===== src/rtl/senales_impresora.sv =====
// senales_impresora
// Control FSM for a printer/scanner/copier front panel. Runs print jobs and
// copy jobs (scan followed by print), tracks colour/black ink and drives two
// 7-segment status digits.
//
// Ports
//   clk             : system clock, rising edge
//   reset           : synchronous, active-high
//   prendido        : power switch, 0 = OFF
//   color           : job ink select, 1 = colour, 0 = black
//   escanear        : copy request (scan then print)
//   imprimir        : print request (wins over escanear)
//   ajustes_escaner : scan resolution 0..3, bit 0 = MSB
//   rellenar_color  : load colour ink with INK_MAX
//   rellenar_negro  : load black ink with INK_MAX
//   paginas         : pages-1 (0..3), bit 0 = MSB
//   esc_escaner     : scan head active (registered)
//   fin_color       : colour ink empty (decoded from the ink counter)
//   fin_negro       : black ink empty (decoded from the ink counter)
//   display1        : state digit, [0:6] = segments a..g, active-high
//   display2        : job digit, same encoding
module senales_impresora #(
  parameter int INK_MAX   = 7,
  parameter int PAGE_CYC  = 2,
  parameter int SCAN_BASE = 2
) (
  input  logic       prendido,
  input  logic       color,
  input  logic       escanear,
  input  logic       imprimir,
  input  logic [0:1] ajustes_escaner,
  input  logic       reset,
  input  logic       clk,
  input  logic       rellenar_color,
  input  logic       rellenar_negro,
  input  logic [0:1] paginas,
  output logic       esc_escaner,
  output logic       fin_color,
  output logic       fin_negro,
  output logic [0:6] display1,
  output logic [0:6] display2
);

  typedef enum logic [2:0] {
    ST_OFF    = 3'd0,
    ST_IDLE   = 3'd1,
    ST_SCAN   = 3'd2,
    ST_PRINT  = 3'd3,
    ST_DONE   = 3'd4,
    ST_NO_INK = 3'd5
  } state_t;

  // Digit index 7 decodes to a blank display.
  localparam logic [2:0] DIG_BLANK = 3'd7;

  // Segment encoder: MSB of the result is segment a.
  function automatic logic [6:0] f_seg(input logic [2:0] dig);
    logic [6:0] seg;
    case (dig)
      3'd0:    seg = 7'b1111110;
      3'd1:    seg = 7'b0110000;
      3'd2:    seg = 7'b1101101;
      3'd3:    seg = 7'b1111001;
      3'd4:    seg = 7'b0110011;
      default: seg = 7'b0000000;
    endcase
    return seg;
  endfunction

  state_t     r_state;
  logic [2:0] r_ink_color;
  logic [2:0] r_ink_negro;
  logic       r_job_color;
  logic [2:0] r_pages;      // pages still to print, 1..4 during a job
  logic [1:0] r_ajustes;
  logic [3:0] r_scan_cnt;   // scan cycles remaining minus one
  logic [1:0] r_page_cnt;   // cycle index inside the current page

  state_t     w_state_nx;
  logic [2:0] w_pages_nx;
  logic [1:0] w_ajustes_nx;
  logic       w_job_color_nx;
  logic [3:0] w_scan_nx;
  logic [1:0] w_page_cnt_nx;
  logic       w_dec_color;
  logic       w_dec_negro;
  logic [2:0] w_ink_sel;
  logic [2:0] w_ink_color_nx;
  logic [2:0] w_ink_negro_nx;
  logic [2:0] w_dig1_nx;
  logic [2:0] w_dig2_nx;

  assign w_ink_sel = r_job_color ? r_ink_color : r_ink_negro;
  assign fin_color = (r_ink_color == 3'd0);
  assign fin_negro = (r_ink_negro == 3'd0);

  // Next-state and job bookkeeping for the panel FSM.
  always_comb begin
    w_state_nx     = r_state;
    w_pages_nx     = r_pages;
    w_ajustes_nx   = r_ajustes;
    w_job_color_nx = r_job_color;
    w_scan_nx      = r_scan_cnt;
    w_page_cnt_nx  = r_page_cnt;
    w_dec_color    = 1'b0;
    w_dec_negro    = 1'b0;
    if (!prendido) begin
      w_state_nx    = ST_OFF;
      w_pages_nx    = 3'd0;
      w_ajustes_nx  = 2'd0;
      w_scan_nx     = 4'd0;
      w_page_cnt_nx = 2'd0;
    end else begin
      case (r_state)
        ST_OFF: begin
          w_state_nx = ST_IDLE;
        end
        ST_IDLE, ST_DONE: begin
          if (imprimir) begin
            w_job_color_nx = color;
            w_pages_nx     = {1'b0, paginas} + 3'd1;
            w_page_cnt_nx  = 2'd0;
            w_state_nx     = ST_PRINT;
          end else if (escanear) begin
            w_job_color_nx = color;
            w_pages_nx     = {1'b0, paginas} + 3'd1;
            w_ajustes_nx   = ajustes_escaner;
            // Load length-1 so the head stays active for the full count.
            w_scan_nx      = 4'(SCAN_BASE - 1) + {1'b0, ajustes_escaner, 1'b0};
            w_page_cnt_nx  = 2'd0;
            w_state_nx     = ST_SCAN;
          end else begin
            w_state_nx = r_state;
          end
        end
        ST_SCAN: begin
          if (r_scan_cnt == 4'd0) begin
            w_state_nx    = ST_PRINT;
            w_page_cnt_nx = 2'd0;
          end else begin
            w_scan_nx = r_scan_cnt - 4'd1;
          end
        end
        ST_PRINT: begin
          // Ink is checked only on the first cycle of a page.
          if ((r_page_cnt == 2'd0) && (w_ink_sel == 3'd0)) begin
            w_state_nx = ST_NO_INK;
          end else if (r_page_cnt == 2'(PAGE_CYC - 1)) begin
            w_dec_color   = r_job_color;
            w_dec_negro   = !r_job_color;
            w_page_cnt_nx = 2'd0;
            w_pages_nx    = r_pages - 3'd1;
            if (r_pages == 3'd1) begin
              w_state_nx = ST_DONE;
            end else begin
              w_state_nx = ST_PRINT;
            end
          end else begin
            w_page_cnt_nx = r_page_cnt + 2'd1;
          end
        end
        ST_NO_INK: begin
          if (r_job_color ? rellenar_color : rellenar_negro) begin
            w_state_nx = ST_PRINT;
          end else begin
            w_state_nx = ST_NO_INK;
          end
        end
        default: begin
          w_state_nx = ST_IDLE;
        end
      endcase
    end
  end

  // Ink counters: a refill overrides a decrement; reset never touches them.
  always_comb begin
    if (rellenar_color) begin
      w_ink_color_nx = 3'(INK_MAX);
    end else if (w_dec_color && !reset) begin
      w_ink_color_nx = r_ink_color - 3'd1;
    end else begin
      w_ink_color_nx = r_ink_color;
    end
    if (rellenar_negro) begin
      w_ink_negro_nx = 3'(INK_MAX);
    end else if (w_dec_negro && !reset) begin
      w_ink_negro_nx = r_ink_negro - 3'd1;
    end else begin
      w_ink_negro_nx = r_ink_negro;
    end
  end

  // Display digits decoded from the next state so the outputs can be registered.
  always_comb begin
    case (w_state_nx)
      ST_IDLE:   w_dig1_nx = 3'd0;
      ST_SCAN:   w_dig1_nx = 3'd1;
      ST_PRINT:  w_dig1_nx = 3'd2;
      ST_DONE:   w_dig1_nx = 3'd3;
      ST_NO_INK: w_dig1_nx = 3'd4;
      default:   w_dig1_nx = DIG_BLANK;
    endcase
    case (w_state_nx)
      ST_SCAN:             w_dig2_nx = {1'b0, w_ajustes_nx};
      ST_PRINT, ST_NO_INK: w_dig2_nx = w_pages_nx;
      default:             w_dig2_nx = DIG_BLANK;
    endcase
  end

  // State, job registers, ink counters and registered outputs.
  always_ff @(posedge clk) begin
    r_ink_color <= w_ink_color_nx;
    r_ink_negro <= w_ink_negro_nx;
    if (reset) begin
      r_state     <= prendido ? ST_IDLE : ST_OFF;
      r_pages     <= 3'd0;
      r_ajustes   <= 2'd0;
      r_job_color <= 1'b0;
      r_scan_cnt  <= 4'd0;
      r_page_cnt  <= 2'd0;
      esc_escaner <= 1'b0;
      display1    <= prendido ? f_seg(3'd0) : f_seg(DIG_BLANK);
      display2    <= f_seg(DIG_BLANK);
    end else begin
      r_state     <= w_state_nx;
      r_pages     <= w_pages_nx;
      r_ajustes   <= w_ajustes_nx;
      r_job_color <= w_job_color_nx;
      r_scan_cnt  <= w_scan_nx;
      r_page_cnt  <= w_page_cnt_nx;
      esc_escaner <= (w_state_nx == ST_SCAN);
      display1    <= f_seg(w_dig1_nx);
      display2    <= f_seg(w_dig2_nx);
    end
  end

endmodule


===== config.mk =====
export PLATFORM = sky130hd
export DESIGN_NAME = senales_impresora
export DESIGN_NICKNAME = d
export VERILOG_FILES = /design/src/rtl/senales_impresora.sv
export SDC_FILE = /design/constraint.sdc
export NUM_CORES = 1
export LEC_CHECK = 0
export CAP_MARGIN = 20
export CORE_MARGIN = 2
export CORE_UTILIZATION = 30
export DETAILED_ROUTE_END_ITERATION = 7
export PLACE_DENSITY = 0.55
export SYNTH_ARGS = -nofsm -noshare
export SYNTH_HDL_FRONTEND = slang
export SYNTH_SLANG_ARGS = --single-unit

===== constraint.sdc =====
create_clock -name clk -period 7.3 [get_ports clk]
set_input_delay 1.46 -clock clk [delete_from_list [all_inputs] [get_ports clk]]
set_output_delay 1.46 -clock clk [all_outputs]
set_load 0.005 [all_outputs]

# After elaboration in Yosys (flattened, before gate mapping)
# Index checks and enable logic that the tools add are counted.
[classes]
n_addsub = 7
n_mul = 0
div = 0
n_lt_le_gt_ge = 0
eq_ne = 26
shifts = 0
n_mux = 49
n_bitwise = 1
n_reduce_logical = 21
[op_table]
columns = ["operator", "count"]
rows = [
  ["case mux 7 bit (5 select lines)", 2],
  ["two-way mux 3 bit", 15],
  ["equality test 3 x 2 -> 1 bit, second input constant", 8],
  ["equality test 3 bit, second input constant", 6],
  ["two-way mux 2 bit", 9],
  ["equality test 3 x 1 -> 1 bit, second input constant", 5],
  ["zero test 3 bit", 5],
  ["case mux 3 bit (5 select lines)", 1],
  ["two-way mux 7 bit", 2],
  ["two-way mux 1 bit", 12],
  ["two-way mux 4 bit", 3],
  ["case mux 3 bit (2 select lines)", 2],
  ["case mux 3 bit (4 select lines)", 1],
  ["inequality test 2 bit, second input constant", 5],
  ["subtractor 3 x 1 -> 3 bit, second input constant", 3],
  ["case mux 4 bit (2 select lines)", 1],
  ["AND reduction 4 bit", 2],
  ["case mux 2 bit (3 select lines)", 1],
  ["OR reduction 2 bit", 3],
  ["adder 1 x 3 -> 4 bit, first input constant", 1],
  ["zero test 4 bit", 1],
  ["nonzero test 2 bit", 2],
  ["subtractor 4 x 1 -> 4 bit, second input constant", 1],
  ["adder 2 x 1 -> 3 bit, second input constant", 1],
  ["9 further kinds", 12],
]
[totals]
ff_bits = 36
latch_bits = 0
ramBits = 0
romBits = 0
word_cells = 115
memories = 0

# Longest topological paths before layout
# Gate-level depths: netlist of the first run.
[logic_depth]
depth_word = 11
ltp_mapped = 10

# Worst setup path after synthesis of the first run
# No wires, ideal clock.
[synth_timing]
kind = "in2reg"
start = "in imprimir"
end = "reg display2[6] (netlist name)"
setup_time_ps = 84
arrival_time_ps = 3158
t_required_ps = 7216
slack_ps = 4058
stages = 9
n_path_buf = 2
path_cell_list = "o21ba_2 and2_1 clkbuf_1 a2111oi_0 or2_1 clkbuf_1 o22ai_2 or3b_1 o31ai_2"
[synth_between]
elab_chain_cells = 8
[synth_lines]
columns = ["element", "line", "rtl"]
rows = [
  ["start, declared", "30", "input logic imprimir,"],
  ["two-way mux 3 bit", "119", "if (imprimir) begin"],
  ["case mux 3 bit (4 select lines)", "114", "case (r_state)"],
  ["two-way mux 3 bit", "107", "if (!prendido) begin"],
  ["equality test 3 x 2 -> 1 bit / equality test 3 bit (equally long branches)", "204", "case (w_state_nx)"],
  ["OR reduction 2 bit", "204", ""],
  ["case mux 3 bit (2 select lines) *", "204", ""],
  ["equality test 3 bit (tied with other cells)", "59", "case (dig)"],
  ["case mux 7 bit (5 select lines) *", "59", ""],
  ["end signal, assigned", "224", "display2 <= f_seg(DIG_BLANK);"],
  ["end signal, assigned", "234", "display2 <= f_seg(w_dig2_nx);"],
  ["end, declared", "41", "output logic [0:6] display2"],
]
# Mark *: on every way between the ends. The rest lies on a longest branch, timed or not.
# A chain may end at the register's enable or synchronous reset.

# Worst setup path in the final report of the first run
[layout_timing]
start = "in escanear"
end = "reg display2[6] (netlist name)"
[layout_between]
elab_chain_cells = 9
[layout_lines]
columns = ["element", "line", "rtl"]
rows = [
  ["start, declared", "29", "input logic escanear,"],
  ["two-way mux 3 bit", "124", "end else if (escanear) begin"],
  ["two-way mux 3 bit", "119", ""],
  ["case mux 3 bit (4 select lines)", "114", ""],
  ["two-way mux 3 bit", "107", ""],
  ["equality test 3 x 2 -> 1 bit / equality test 3 bit (equally long branches)", "204", ""],
  ["OR reduction 2 bit", "204", ""],
  ["case mux 3 bit (2 select lines) *", "204", ""],
  ["equality test 3 bit (tied with other cells)", "59", ""],
  ["case mux 7 bit (5 select lines) *", "59", ""],
]
# Marks and branches as above.

==> out/metrics.yaml, run 1 <==
postCtsSetupBuffers: 0
start_kind: "primary input"
core_area_um2: 5570
critPathMaxFanout: 7
max-clock-path-buffers: 2
drtIter0Drc: 62
drive_gt1_share_pct: 8.72
worstPathArrival_ns: 3.80
detail_route.first_pass.iterations: 4
syn-num-nets: 216
synthesis.yosys.warnings: 0
postSynth.asyncResetShare_pct: 0
fin_skew_ns: 0.00329
last_element_of_the_critical_path: "display2[6]"
antenna_cells_inserted: 0
outcome: "finished clean"
post-route-cell-area_um2: 2150
finalCoreUtilization_pct: 38.6
vdd_ir_drop_max_uv: 80.3
start_util_pct: 31.5
yosys_register_bits: 34
cts-resized-gates: 0
worst_hold_startpoint: "r_ink_color[1]"
grt_antenna_before_repair: 0
post_dp_cell_area_um2: 2060
clkSlewWorstSetupHoldPaths_ns: 0.07
synth_commonest_cells: "dfxtp_1 (34), nor2_1 (25), inv_1 (16)"
clkLatencyLatePin_ns: 0.28
clockRootBuffer: "clkbuf_8"
total_negative_slack_ns: 0
final-setup-viol-count: 0
globalRoute.totalOverflow: 0
drc: 0
synth_cell_type_count: 56
postRouteWirelength_um: 3690
hold_class: "reg2reg"
synth_most_common_cell: "dfxtp_1"
rr_endpoint: "display2[6]"
synth_cells: 196
floorplan.die.height_um: 80.5
tightest_slew_ns: 0.573
timing_max_transition_violations_final: 0
setup.worst_path.start: "escanear"
htree_levels: 2
fmax_mhz: 278
crit-reg2reg-launch: "r_job_color"
globalRouteTotalUtil_pct: 12.7
syn-cell-area_um2: 1760
numClockSinks: 34
timing.critical_path.required_ns: 7.50
cts_made_buffers: 5
drtAntennaViolNets: 0
wl_met2_um: 1650
first_global_vias: 1395
hold_viol: 0
synthesis.area_per_instance_um2: 8.96
layout_min_cycle_time_ns: 3.59
top_layer_used: "met4"
via_per_inst: 4.84
avgRoutedWirePerCell_um: 12.7
route.layer.met1.wl_um: 1860
place_hpwl_um: 2830
syn_to_final_growth_pct: 22.5
synthDominantAreaCellType: "dfxtp_1"
num_vias: 1405
design.die.area_um2: 6480
p_per_area_nw_per_um2: 177
worst_reg_to_reg_setup_slack_ns: 4.63
met3_wirelength_um: 118
multi_input_area_um2: 946
std_cell_rows: 27
static-leakage-power_nw: 0.882
finalNetCount: 237
gp_routability_congestion: 0.820
timing.max_cap.violations: 0
grt_first_pass_wirelength_um: 6280
sequential_cell_area_um2: 681
ys.flop_type: "dfxtp_1"
most_area_consuming_cells_after_synthesis: "dfxtp_1 (39%), ha_1 (5.7%), nor2_1 (5.3%)"
die_w_um: 80.5
yosys.area.top_type_share_pct: 38.7
worst_path_class_setup: "in2reg"
largest_net_degree_at_the_start_of_global_routing: 17
fin_crit_sh_pct: 49.2
yosysSeqAreaShare_pct: 38.7
synth_enable_flop_cells: 0
fillers: 574
grt_setup_unrepaired: "false"
length_in_cells_of_the_worst_reg_to_reg_path: 7
ios: 29
placement.io_buffers: 28
cts.hold.buffers_added: 0
clock_tree_from_tritoncts: "built"
endpoint_kind: "flop"
power.total_mw: 0.381
fin_hold_ws_ns: 0.494
slew_headroom_pct: 60.8
area by class of cell:
class | instances | share of cell area (%)
clock inverters | 2 | 0.581
inverters | 16 | 2.79
multi-input cells | 132 | 44.0
well taps | 72 | 4.19
clock buffers | 6 | 3.84
repair buffers | 28 | 13.0
flip-flops and latches | 34 | 31.6
worst min-delay path by stage:
stage                                 to  depth (start not counted)
final                     r_ink_color[1]                          1
after global routing      r_ink_negro[1]                          1
after CTS                 r_ink_color[1]                          1
after detailed placement  r_ink_color[1]                          1
after global placement    r_ink_color[1]                          1
after floorplan           r_ink_negro[1]                          1
report_power, final:
group	switching (mW)	internal, mW
Clock	0.0691	0.0758
Combinational	0.0202	0.0224
Sequential	0.00359	0.190
Total	0.0929	0.288
critical path, cell delays in order:
cell and delay (ns):
clkdlybuf4s50_1 0.48, o21ba_2 0.24, and2_1 0.22, a2111oi_0 0.48, or2_1 0.32, o22ai_2 0.14
or3b_1 0.38, o31ai_2 0.07
registers in the layout (all words and copies together) (netlist names):
name and count:
r_state 3, r_job_color 1, r_ink_negro 3, r_pages 3
esc_escaner 1, r_ink_color 3, r_page_cnt 2, r_ajustes 2
display1 6, display2 6, r_scan_cnt 4
cell usage in the layout, fill, tap and decap left out, types with 2 or more instances in the layout:
master,instances
dfxtp_1,34
clkdlybuf4s50_1,28
nor2_1,25
inv_1,16
nor3_1,9
nand2b_1,9
ha_1,8
mux2i_1,6
clkbuf_8,6
a21oi_1,5
nand2_1,5
nand3_1,4
a211o_1,4
o21ai_0,3
o211ai_1,3
xnor2_1,3
nor2b_1,3
a221oi_1,3
nand3b_1,2
a31oi_1,2
and3b_1,2
or3b_4,2
a22oi_1,2
and3_1,2
kinds of logic (layout without fill, tap and decap cells):
logic type / after synthesis / after routing / synth area share [%]
DFF: 34 / 34 / 38.7
and+or+nand+nor: 76 / 76 / 25.1
xor gates and xnor gates: 4 / 4 / 1.99
muxes: 7 / 7 / 4.06
buffers and inverters: 30 / 52 / 7.41
AOI/OAI and AO/OA: 37 / 37 / 17.0
adders and majority gates: 8 / 8 / 5.70
routing by layer:
layer,vias to the layer above,track usage (%)
li1,728,-
met1,647,16.1
met2,25,20.4
met3,5,2.81
met4,0,5.93
met5,-,0
per-stage QoR:
step                      instances  setup slack, ns
after CTS                       290             3.67
after global placement          282             3.49
after detailed placement        282             3.39
after global routing            290             3.53
final                           290             3.71
after floorplan                 196             4.06
No activity file was read; power rests on OpenSTA's default activity.
==> inputs of run 2 (changes only) <==
--- a/config.mk
+++ b/config.mk
@@ -9,7 +9,7 @@
 export CORE_MARGIN = 2
 export CORE_UTILIZATION = 30
 export DETAILED_ROUTE_END_ITERATION = 7
-export PLACE_DENSITY = 0.55
+export PLACE_DENSITY = 0.57
 export SYNTH_ARGS = -nofsm -noshare
 export SYNTH_HDL_FRONTEND = slang
 export SYNTH_SLANG_ARGS = --single-unit
==> constraint.sdc (replaced) <==
create_clock -name clk -period 3 [get_ports clk]
set_input_delay 0.6 -clock clk [delete_from_list [all_inputs] [get_ports clk]]
set_output_delay 0.6 -clock clk [all_outputs]
set_load 0.005 [all_outputs]
==> run 2 against run 1 <==
Combinational power grew to 2.6 times the previous value; global-route usage decreased by 0.073 points; non-clock buffer count rose by 5; register-to-register slack worse by 4.3 ns; critical path depth unchanged; clock power rose to 2.9 times the previous value; clock skew is 0.0022 ns higher; worst setup slack got worse by 3.4 ns; via count increased by 3.6%; die area did not move; largest power group unchanged; highest routed layer unchanged.
==> out/metrics.yaml, run 2 (synthesis gave the netlist of run 1 again) <==
outcome: "finished clean"
cpLargestDelayFamily: "simple AND/OR/NAND/NOR gates"
power_switching_share_pct: 23.7
hold_class: "reg2reg"
avgRoutedWirePerCell_um: 12.9
design.die.area_um2: 6480
ios: 29
timing_max_transition_violations_final: 0
hold-path-cell-count: 1
largest_net_degree_at_the_start_of_global_routing: 16
route.layer.met1.wl_um: 1890
grt_first_pass_wirelength_um: 6230
cts-resized-gates: 0
fin_skew_ns: 0.00548
static-leakage-power_nw: 0.910
core_area_um2: 5570
worst_path_class_setup: "reg2reg"
drtAntennaViolNets: 0
start_util_pct: 31.5
die_w_um: 80.5
length_in_cells_of_the_worst_reg_to_reg_path: 8
worst_path_max_delay_cell: "or3b_4"
combinationalPowerShare_pct: 10.9
worst_reg_to_reg_setup_slack_ns: 0.32
fin_hold_ws_ns: 0.495
met3_wirelength_um: 167
worstPathArrival_ns: 2.90
drive_gt1_share_pct: 10.8
clock_tree_from_tritoncts: "built"
cpMostUsedCell: "or3b_4"
postRouteWirelength_um: 3810
detail_route.first_pass.iterations: 4
top_layer_used: "met4"
grt_antenna_before_repair: 0
htree_levels: 2
rr_endpoint: "display2[6]"
stdcell_count: 295
via_per_inst: 4.93
cp_slowest_stage_delay_ns: 0.48
globalRoute.totalOverflow: 0
power_report.internal_total_mw: 0.767
cts.hold.buffers_added: 0
p_per_area_nw_per_um2: 455
clkLatencyLatePin_ns: 0.29
timing.max_cap.violations: 0
numClockSinks: 34
biggestRegsByFlops: "display1: 6 flops, display2: 6 flops, r_scan_cnt: 4 flops"
start_kind: "flop"
worst_hold_startpoint: "r_page_cnt[1]"
fmax_mhz: 373
first_global_vias: 1326
final_common_cell: "dfxtp_1"
worstPathCellList: "or3b_4 > nor4b_4 > a311oi_2 > buf_4 > or3b_4 > o22a_1 > nand2b_4 > o31ai_2"
crit-reg2reg-launch: "r_state[2]"
tightest_slew_ns: 0.572
max-clock-path-buffers: 2
clock_power_share_pct: 42.3
gp_routability_congestion: 0.835
post_dp_cell_area_um2: 2090
post-route-cell-area_um2: 2210
floorplan.die.height_um: 80.5
num_vias: 1455
slew_headroom_pct: 61.5
post-place-cells: 287
wl_met2_um: 1690
critPathMaxFanout: 11
timing.critical_path.required_ns: 3.21
syn_to_final_growth_pct: 25.7
power_frac_seq_pct: 46.7
vdd_ir_drop_max_uv: 156
endpoint_kind: "flop"
placement.io_buffers: 28
layout_min_cycle_time_ns: 2.68
clockRootBuffer: "clkbuf_8"
clkSlewWorstSetupHoldPaths_ns: 0.08
hold_end: "r_page_cnt[1]"
net-switching-power_mw: 0.238
finalNetCount: 242
postCtsSetupBuffers: 0
antenna_cells_inserted: 0
place_hpwl_um: 2910
final-setup-viol-count: 0
cp.buffers_inverters: 1
grt_setup_unrepaired: "false"
hold_viol: 0
drtIter0Drc: 100
total_negative_slack_ns: 0
cts_made_buffers: 5
mostFrequentLayoutCells: "dfxtp_1 (34), clkdlybuf4s50_1 (28), nor2_1 (25)"
fin_crit_sh_pct: 89.4
globalRouteTotalUtil_pct: 12.6
drc: 0
std_cell_rows: 27
## run 2: through the flow
step / power [mW] / worst slack (ns) / utilization [%]
after detailed placement: 0.589 / 0.0693 / 37.6
after CTS: 1.02 / 0.319 / 39.6
final: 1.01 / 0.317 / 39.6
after global placement: 0.590 / 0.138 / 37.6
after global routing: 1.05 / 0.0597 / 39.6
after floorplan: 0.541 / 0.618 / -
## run 2: final cells by class
| class | count | area (um^2) |
|---|---|---|
| fillers | 551 | 3370 |
| multi-input cells | 132 | 946 |
| flip-flops and latches | 34 | 681 |
| repair buffers | 33 | 318 |
| well taps | 72 | 90.1 |
| clock buffers | 5 | 68.8 |
| inverters | 16 | 60.1 |
| clock inverters | 3 | 45.0 |
## run 2: how the worst max path moves through the flow
stage / start / to / cells past startpoint
2_1_floorplan: imprimir / display2[6] / 9
3_3_place_gp: escanear / display2[6] / 8
3_5_place_dp: escanear / display2[6] / 8
4_1_cts: r_state[2] / display2[6] / 8
5_1_grt: r_job_color / display2[6] / 7
6_report: r_state[2] / display2[6] / 8
## run 2: power by group through the flow
stage | Combinational, mW | Sequential (mW) | Clock [mW]
after floorplan | 0.0638 | 0.477 | 0
after global placement | 0.110 | 0.481 | 0
after detailed placement | 0.109 | 0.480 | 0
after CTS | 0.110 | 0.470 | 0.437
after global routing | 0.121 | 0.471 | 0.460
final | 0.110 | 0.470 | 0.426
## run 2: layer usage
metal	vias to the layer above	track usage [%]
li1	740	-
met1	682	17.6
met2	26	18.3
met3	7	3.37
met4	0	5.08
met5	-	0
